$ cat config.mk
export PLATFORM = sky130hd
export DESIGN_NAME = pwm_speed_ramp_flat
export DESIGN_NICKNAME = d
export VERILOG_FILES = /design/src/rtl/pwm_pkg.sv /design/src/rtl/pwm_speed_ramp_if.sv /design/src/rtl/sync_2ff.sv /design/src/rtl/pwm_speed_ramp.sv /design/src/flat_wrapper.sv
export SDC_FILE = /design/constraint.sdc
export NUM_CORES = 1
export LEC_CHECK = 0
export BUFFER_PORTS_ARGS = -buffer_cell sky130_fd_sc_hd__buf_2
export CAP_MARGIN = 20
export CORE_UTILIZATION = 66
export CTS_BUF_LIST = sky130_fd_sc_hd__clkbuf_4 sky130_fd_sc_hd__clkbuf_8
export DETAILED_ROUTE_END_ITERATION = 10
export PLACE_DENSITY_LB_ADDON = 0.25
export RECOVER_POWER = 50
export SYNTH_ARGS = -nofsm -noshare
export SYNTH_HDL_FRONTEND = slang
export SYNTH_SLANG_ARGS = --single-unit
$ cat constraint.sdc
create_clock -name clock -period 6.5 [get_ports clock]
set_input_delay 0.325 -clock clock [delete_from_list [all_inputs] [get_ports clock]]
set_output_delay 0.325 -clock clock [all_outputs]
set_load 0.005 [all_outputs]
$ cat src/rtl/pwm_pkg.sv
// Shared types for the soft-start/soft-stop speed ramp in front of the PWM generator.
package pwm_pkg;

   typedef logic [2:0] speed_t;

   localparam speed_t SPEED_MAX = 3'd7;

   typedef enum logic [1:0] {
      IDLE = 2'd0,
      RAMP = 2'd1,
      RUN  = 2'd2
   } ramp_state_t;

endpackage

$ cat src/rtl/pwm_speed_ramp_if.sv
// Pin-level bundle between the pin drivers (master) and the speed ramp block (slave).
interface pwm_speed_ramp_if;
   import pwm_pkg::*;

   // Plain level signals, no valid/ready handshake: run/target/halt are asynchronous
   // pins sampled continuously, and speed/enable/busy are registered levels that are
   // valid on every cycle.
   logic   run;
   speed_t target;
   logic   halt;
   speed_t speed;
   logic   enable;
   logic   busy;

   modport master (output run, output target, output halt,
                   input  speed, input enable, input busy);

   modport slave  (input  run, input target, input halt,
                   output speed, output enable, output busy);

endinterface

$ cat src/rtl/sync_2ff.sv
// Two-flop synchroniser for an asynchronous pin group; reset clears both stages.
module sync_2ff #(
   parameter int WIDTH = 1
) (
   input  logic             clock,
   input  logic             reset,
   input  logic [WIDTH-1:0] d_i,
   output logic [WIDTH-1:0] q_o
);

   logic [WIDTH-1:0] meta_q;
   logic [WIDTH-1:0] sync_q;

   always_ff @(posedge clock or posedge reset) begin
      if (reset) begin
         meta_q <= '0;
         sync_q <= '0;
      end else begin
         meta_q <= d_i;
         sync_q <= meta_q;
      end
   end

   assign q_o = sync_q;

endmodule

$ cat src/rtl/pwm_speed_ramp.sv
// Steps the PWM speed level one level per RAMP_DIV cycles toward the requested goal,
// with a synchronised, level-sensitive halt that drops straight to zero.
module pwm_speed_ramp
   import pwm_pkg::*;
#(
   parameter int RAMP_DIV = 1_000_000
) (
   input  logic            clock,
   input  logic            reset,
   pwm_speed_ramp_if.slave pins,
   output ramp_state_t     state_o
);

   localparam int CW = $clog2(RAMP_DIV);

   logic   run_s;
   logic   halt_s;
   speed_t target_s;
   speed_t goal;

   sync_2ff #(.WIDTH(1)) u_sync_run (
      .clock (clock), .reset (reset), .d_i (pins.run), .q_o (run_s)
   );

   sync_2ff #(.WIDTH(3)) u_sync_target (
      .clock (clock), .reset (reset), .d_i (pins.target), .q_o (target_s)
   );

   sync_2ff #(.WIDTH(1)) u_sync_halt (
      .clock (clock), .reset (reset), .d_i (pins.halt), .q_o (halt_s)
   );

   ramp_state_t   state_q, state_d;
   speed_t        cur_q, cur_d;
   logic [CW-1:0] cnt_q, cnt_d;
   logic          enable_q;
   logic          busy_q;
   logic          tick;

   assign goal = run_s ? target_s : '0;
   assign tick = (state_q == RAMP) && (cnt_q == CW'(RAMP_DIV - 1));

   always_comb begin
      state_d = state_q;
      cur_d   = cur_q;
      if (halt_s) begin
         state_d = IDLE;
         cur_d   = '0;
      end else begin
         case (state_q)
            IDLE: begin
               cur_d = '0;
               if (run_s && (target_s != '0)) state_d = RAMP;
            end
            RAMP: begin
               // Arrival wins over a coincident tick; direction is re-read on every tick.
               if (cur_q == goal) begin
                  state_d = (goal != '0) ? RUN : IDLE;
               end else if (tick) begin
                  cur_d = (cur_q < goal) ? cur_q + 3'd1 : cur_q - 3'd1;
               end
            end
            RUN: begin
               if (goal != cur_q) state_d = RAMP;
            end
            default: begin
               state_d = IDLE;
               cur_d   = '0;
            end
         endcase
      end

      // Prescaler only runs while staying in RAMP, so every RAMP entry starts from 0.
      cnt_d = '0;
      if ((state_q == RAMP) && (state_d == RAMP) && !tick) cnt_d = cnt_q + CW'(1);
   end

   always_ff @(posedge clock or posedge reset) begin
      if (reset) begin
         state_q  <= IDLE;
         cur_q    <= '0;
         cnt_q    <= '0;
         enable_q <= 1'b0;
         busy_q   <= 1'b0;
      end else begin
         state_q  <= state_d;
         cur_q    <= cur_d;
         cnt_q    <= cnt_d;
         enable_q <= (state_d != IDLE);
         busy_q   <= (state_d == RAMP);
      end
   end

   assign pins.speed  = cur_q;
   assign pins.enable = enable_q;
   assign pins.busy   = busy_q;
   assign state_o     = state_q;

endmodule

$ cat src/flat_wrapper.sv
// flat-port wrapper written by rule: the top's interface ports become plain ports
module pwm_speed_ramp_flat import pwm_pkg::*;
#(
   parameter int RAMP_DIV = 1_000_000
)
  (clock, reset, state_o, pins_run, pins_target, pins_halt, pins_speed, pins_enable, pins_busy);
  pwm_speed_ramp_if pins_i ();
  input  logic clock;
  input  logic reset;
  output ramp_state_t state_o;
  input wire logic [$bits(pins_i.run)-1:0] pins_run;
  input wire logic [$bits(pins_i.target)-1:0] pins_target;
  input wire logic [$bits(pins_i.halt)-1:0] pins_halt;
  output wire logic [$bits(pins_i.speed)-1:0] pins_speed;
  output wire logic [$bits(pins_i.enable)-1:0] pins_enable;
  output wire logic [$bits(pins_i.busy)-1:0] pins_busy;
  assign pins_i.run = pins_run;
  assign pins_i.target = pins_target;
  assign pins_i.halt = pins_halt;
  assign pins_speed = pins_i.speed;
  assign pins_enable = pins_i.enable;
  assign pins_busy = pins_i.busy;
  pwm_speed_ramp #(.RAMP_DIV(RAMP_DIV)) u_core (.clock(clock), .reset(reset), .pins(pins_i), .state_o(state_o));
endmodule
After elaboration in Yosys (flattened, before gate mapping)
Cells that the tools add are included.

word-level totals
  register bits = 37
  input bits = 7
  output and inout bits = 7
  logic and storage cells = 47

operators by class
  add/sub/neg operators = 3
  order comparisons = 1
  equal/unequal tests = 9
  muxes and demuxes = 13
  reduce and logical (&&, ||, !) cells = 10

operators by type and width
  kind                     number
  $add A20 B1 Y20 const B  1
  $eq A20 B20 Y1 const B   1
  $mux W20                 1
  $mux W3                  5
  $mux W2                  5
  $pmux W2 S3              1
  $pmux W3 S2              1
  $reduce_bool A3 Y1       2
  $eq A2 B1 Y1 const B     2
  $logic_and A1 B1 Y1      4
  $add A3 B1 Y3 const B    1
  $eq A3 B3 Y1             1
  $lt A3 B3 Y1             1
  $ne A3 B2 Y1 const B     1
  $ne A3 B3 Y1             1
  $ne A3 B3 Y1 const B     1
  $reduce_and A3 Y1        1
  $sub A3 B1 Y3 const B    1
  $eq A2 B2 Y1 const B     1
  $logic_not A2 Y1         1
  $ne A2 B2 Y1 const B     1
  $reduce_bool A2 Y1       1
  $logic_not A1 Y1         1

Longest topological paths before layout
  word-level depth = 10
  mapped depth = 9
  gate-level depth less buffers = 9

Modules after synthesis
From an unflattened synthesis, not the netlist that was laid out.

second synthesis, totals
  cells, all modules = 169
  area, all modules = 1746.7 um^2

by module, submodules not included
  module                             instances  cells an instance  area an instance (um^2)  sequential area each (um^2)
  pwm_speed_ramp                     1          156                1485.2                   675.6
  sync_2ff (u_core.u_sync_target)    1          7                  153.9                    150.1
  sync_2ff (u_core.u_sync_halt ...)  2          3                  53.8                     50.0

Worst setup path after synthesis
No wires, ideal clock.

  path type = reg-to-reg
  from = register u_core.u_sync_run.sync_q, in the netlist u_core.u_sync_run.q_o
  to = register u_core.cur_q[2], in the netlist u_core.pins.speed[2]
  setup time = 0.136 ns
  data arrival time = 2.198 ns
  required time = 6.364 ns
  path slack = 4.166 ns
  cell stages (with the launch flop) = 9
  path buffers = 0
  clock period less this slack = 2.334 ns
  cell sequence = dfrtp_1 > and2_1 > ha_1 > and3b_1 > nor2_1 > fa_1 > or3_1 > a2111oi_4 > o311ai_1

between the ends
  cells in the longest elaborated chain, start to end = 7
  elaborated cells between the ends (all ways) = 10
  those cells by class = order compare: 1; eq/ne: 2; mux: 6; reduce/logical: 1

ends and longest elaborated chain
  element                 line                  source
  start, declared         sync_2ff.sv:12        logic [WIDTH-1:0] sync_q;
  start signal, assigned  sync_2ff.sv:20        sync_q <= meta_q;
  $mux W3 *               pwm_speed_ramp.sv:40  assign goal = run_s ? target_s : '0;
  $lt A3 B3 Y1            pwm_speed_ramp.sv:60  cur_d = (cur_q < goal) ? cur_q + 3'd1 : cur_q - 3'd1;
  $mux W3                 pwm_speed_ramp.sv:60
  $mux W3                 pwm_speed_ramp.sv:59  end else if (tick) begin
  $mux W3                 pwm_speed_ramp.sv:57  if (cur_q == goal) begin
  $pmux W3 S2             pwm_speed_ramp.sv:50  case (state_q)
  $mux W3                 pwm_speed_ramp.sv:46  if (halt_s) begin
  end signal, assigned    pwm_speed_ramp.sv:87  cur_q <= cur_d;
  end, declared           pwm_speed_ramp.sv:34  speed_t cur_q, cur_d;

Mark *: on every way between the ends. The rest lies on a longest branch, timed or not. The select of a mux whose other input is x is not followed.
A chain may end at the register's enable or synchronous reset.

Worst setup path after layout
Same ends and word-level chain as after synthesis.

==> results.toml <==
[power]
p_leak_nw = 0.824
p_seq_share_pct = 59.8
powerDensity_nw_per_um2 = 210
clockPowerShare_pct = 34.5
switching_share_pct = 23.2
power.total_w = 0.000399
internal-power_w = 0.000307
p_switching_w = 0.0000925
ir_drop_v = 0.000213
combinationalPowerShare_pct = 5.7

[detailed_routing]
firstDrtPassIters = 4
via_per_inst = 5.73
route.detailed.drc = 0
drtAntennaViolNets = 0
wl_um = 3100
vias = 1181
initialDrtViolationCount = 23
wl_per_cell_um = 15.0

[timing]
max_freq_mhz = 391
finalCriticalPeriod_ns = 2.56
worst_slack_ns = 3.94
hold_violations = 0
timing.setup.tns_ns = 0
finalMaxSlewViolations = 38
rsz0062_at_grt = "false"
setup_viol = 0
fin_worst_skew_ns = 0.00329
fin_crit_sh_pct = 39.3
relSlewSlack_pct = -26.6
tightest_slew_ns = 1.90

[yosys]
yosysWarnings = 0
yosys-top-cells-area = "dfrtp_1 54%, nor2_1 6.1%, xnor2_1 5.1%"
yosysTopAreaCell = "dfrtp_1"
synth_cell_type_count = 39
synth_cells = 155
synthFlopType = "dfrtp_1"
synth_compound_area_share_pct = 6.37
synth_area_um2 = 1730
ys_ff_latch = 37
synth_top_family_by_area = "simple AND/OR/NAND/NOR gates"
yosysTopAreaCellShare_pct = 53.6
ys_async_sr_fraction_pct = 100
synth_seq_area_share_pct = 53.6
synthXorXnorAreaFrac_pct = 9.63
synthMuxAreaShare_pct = 1.23
syn_nets = 167
avgSynthCellArea_um2 = 11.1
yosys.area_share.adder_pct = 4.06
synth_simple_gate_area_share_pct = 23.6
synth-edff-count = 0

[finish]
diodes = 0
syn_to_final_growth_pct = 9.78
fillCellCount = 171
multi_input_area_um2 = 776
drive_gt1_share_pct = 18.2
fin_nets = 187
regArea_um2 = 926
final_util_pct = 76.6
final_cells = 206

[worst_hold_path]
min_to = "u_core.u_sync_halt.meta_q"
holdPathStages = 1
hp-start = "pins_halt"
hold_class = "in -> reg"

[worst_setup_path]
cp_data_arrival_time_ns = 2.81
cp-end-kind = "register"
crit_fanout = 4
r2r_slack_ns = 3.94
required_ns = 6.75
r2r-start = "u_core.u_sync_run.q_o"
worstSetupStartpointType = "register"
rr_worst_depth = 9
r2r-end = "u_core.pins.speed[2]"
critPathKind = "reg -> reg"

[placed_design]
dp_hpwl_um = 2240
gp_congestion = 0.784
dp_cells = 198
port_buffers = 13
place_ws_ns = 3.97

[floorplan]
row_count = 18
io_pins = 14
die_h_um = 53.2
die_area_um2 = 2830
initial_utilization_pct = 69.7
placeableCoreArea_um2 = 2480
die_w_um = 53.2

[grt]
grt_pass1_wl_um = 5220
antenna_found_initial = 0
grt_pass1_vias = 1110
grt_usage_pct = 27.4
grt_overflow = 0
grt_max_degree = 38

[clock_tree]
clkLatencyLatePin_ns = 0.35
clk_pin_slew_ns = 0.11
hold_buffers = 0
cts_inserted_buffers = 5
root_buffer = "clkbuf_4"
clockBufferDepth = 2
cts_setup_buffers = 0
cts_tree = "built"
clock-sinks = 37
cts-resized-gates = 0
htree_levels = 2

[run]
maxCapViolations = 1

[status]
status = "finished with violations"
violations = "max-capacitance violations, max-slew violations"
cell usage after synthesis (2+ instances only):
| master | count |
|---|---|
| or2_2 | 3 |
| and3_1 | 4 |
| nor3_1 | 2 |
| xor2_1 | 9 |
| nand4_1 | 4 |
| nand3_1 | 12 |
| nor2_1 | 28 |
| dfrtp_1 | 37 |
| nand2b_1 | 3 |
| nand2_1 | 7 |
| o32ai_1 | 2 |
| xnor2_1 | 10 |
| inv_1 | 5 |
| ha_1 | 4 |
power by group through the flow:
stage	clock [W]	sequential, W	combinational [W]
3_5_place_dp	0	0.000243	0.0000235
2_1_floorplan	0	0.000243	0.0000152
6_report	0.000138	0.000239	0.0000228
4_1_cts	0.000141	0.000239	0.0000236
3_3_place_gp	0	0.000243	0.0000219
5_1_grt	0.000150	0.000240	0.0000262
worst max-delay path, stage by stage (launching register included):
cell and delay, ns:
dfrtp_1 0.42, and2_1 0.15, ha_1 0.17, and3b_1 0.25
nor2_1 0.07, fa_1 0.36, or3_1 0.42, a2111oi_4 0.39
nand2_1 0.11, o311ai_1 0.10
routing by layer:
metal	global-route usage [%]	part of all wire, %
met3	9.77	4.3
met1	33.7	41
met2	43.5	52
met4	11.8	2.6
met5	0	0
cell families after synthesis:
kind of cell	Yosys count
adder cells (fa/ha/maj)	5
flip-flops	37
multiplexers	2
buffers and inverters	6
AND/OR/NAND/NOR	76
XOR/XNOR	19
AO/OA/AOI/OAI	10
state kept, by name (all words and copies together), names as in the netlist:
signal                       cells
u_core.cnt_q                    20
u_core.pins.busy                 1
u_core.pins.enable               1
u_core.pins.speed                3
u_core.state_o                   2
u_core.u_sync_halt.meta_q        1
u_core.u_sync_halt.q_o           1
u_core.u_sync_run.meta_q         1
u_core.u_sync_run.q_o            1
u_core.u_sync_target.meta_q      3
u_core.u_sync_target.q_o         3
metrics by stage:
step           cell area [µm²]  hold WS [ns]
3_5_place_dp              1830         0.336
2_1_floorplan             1730         0.331
6_report                  1900        0.0735
3_3_place_gp              1830         0.332
4_1_cts                   1900        0.0558
5_1_grt                   1900        0.0432
layout make-up:
cell class	instances	area share, %
clock inverter	1	0.264
timing repair buffer	14	3.63
inverter	5	0.989
tap	30	1.98
clock buffer	7	3.43
sequential	37	48.8
multi-input combinational	112	40.9
worst max path at each step:
stage / start / end / cells past startpoint / slack, ns
after CTS: u_core.u_sync_run.q_o / u_core.pins.speed[2] / 9 / 3.94
after floorplan: u_core.u_sync_run.q_o / u_core.pins.speed[2] / 8 / 4.17
after global placement: u_core.u_sync_run.q_o / u_core.pins.speed[2] / 8 / 4.11
after global routing: u_core.u_sync_run.q_o / u_core.pins.speed[2] / 9 / 3.78
after detailed placement: u_core.u_sync_run.q_o / u_core.pins.speed[2] / 9 / 3.97
final: u_core.u_sync_run.q_o / u_core.pins.speed[2] / 9 / 3.94
cell usage in the layout, fill, tap and decap left out, types with 2 or more instances in the layout:
master | netlist | final
dfrtp_1 | 37 | 37
o32ai_1 | 2 | 2
ha_1 | 4 | 4
nand2_1 | 7 | 7
nand4_1 | 4 | 4
or2_2 | 3 | 3
xor2_1 | 9 | 9
clkbuf_8 | 0 | 2
xnor2_1 | 10 | 10
inv_1 | 5 | 5
nand3_1 | 12 | 12
clkbuf_4 | 0 | 5
nor3_1 | 2 | 2
buf_2 | 0 | 13
nand2b_1 | 3 | 3
nor2_1 | 28 | 28
and3_1 | 4 | 4
Note: power is estimated with default switching activity, not from simulation.
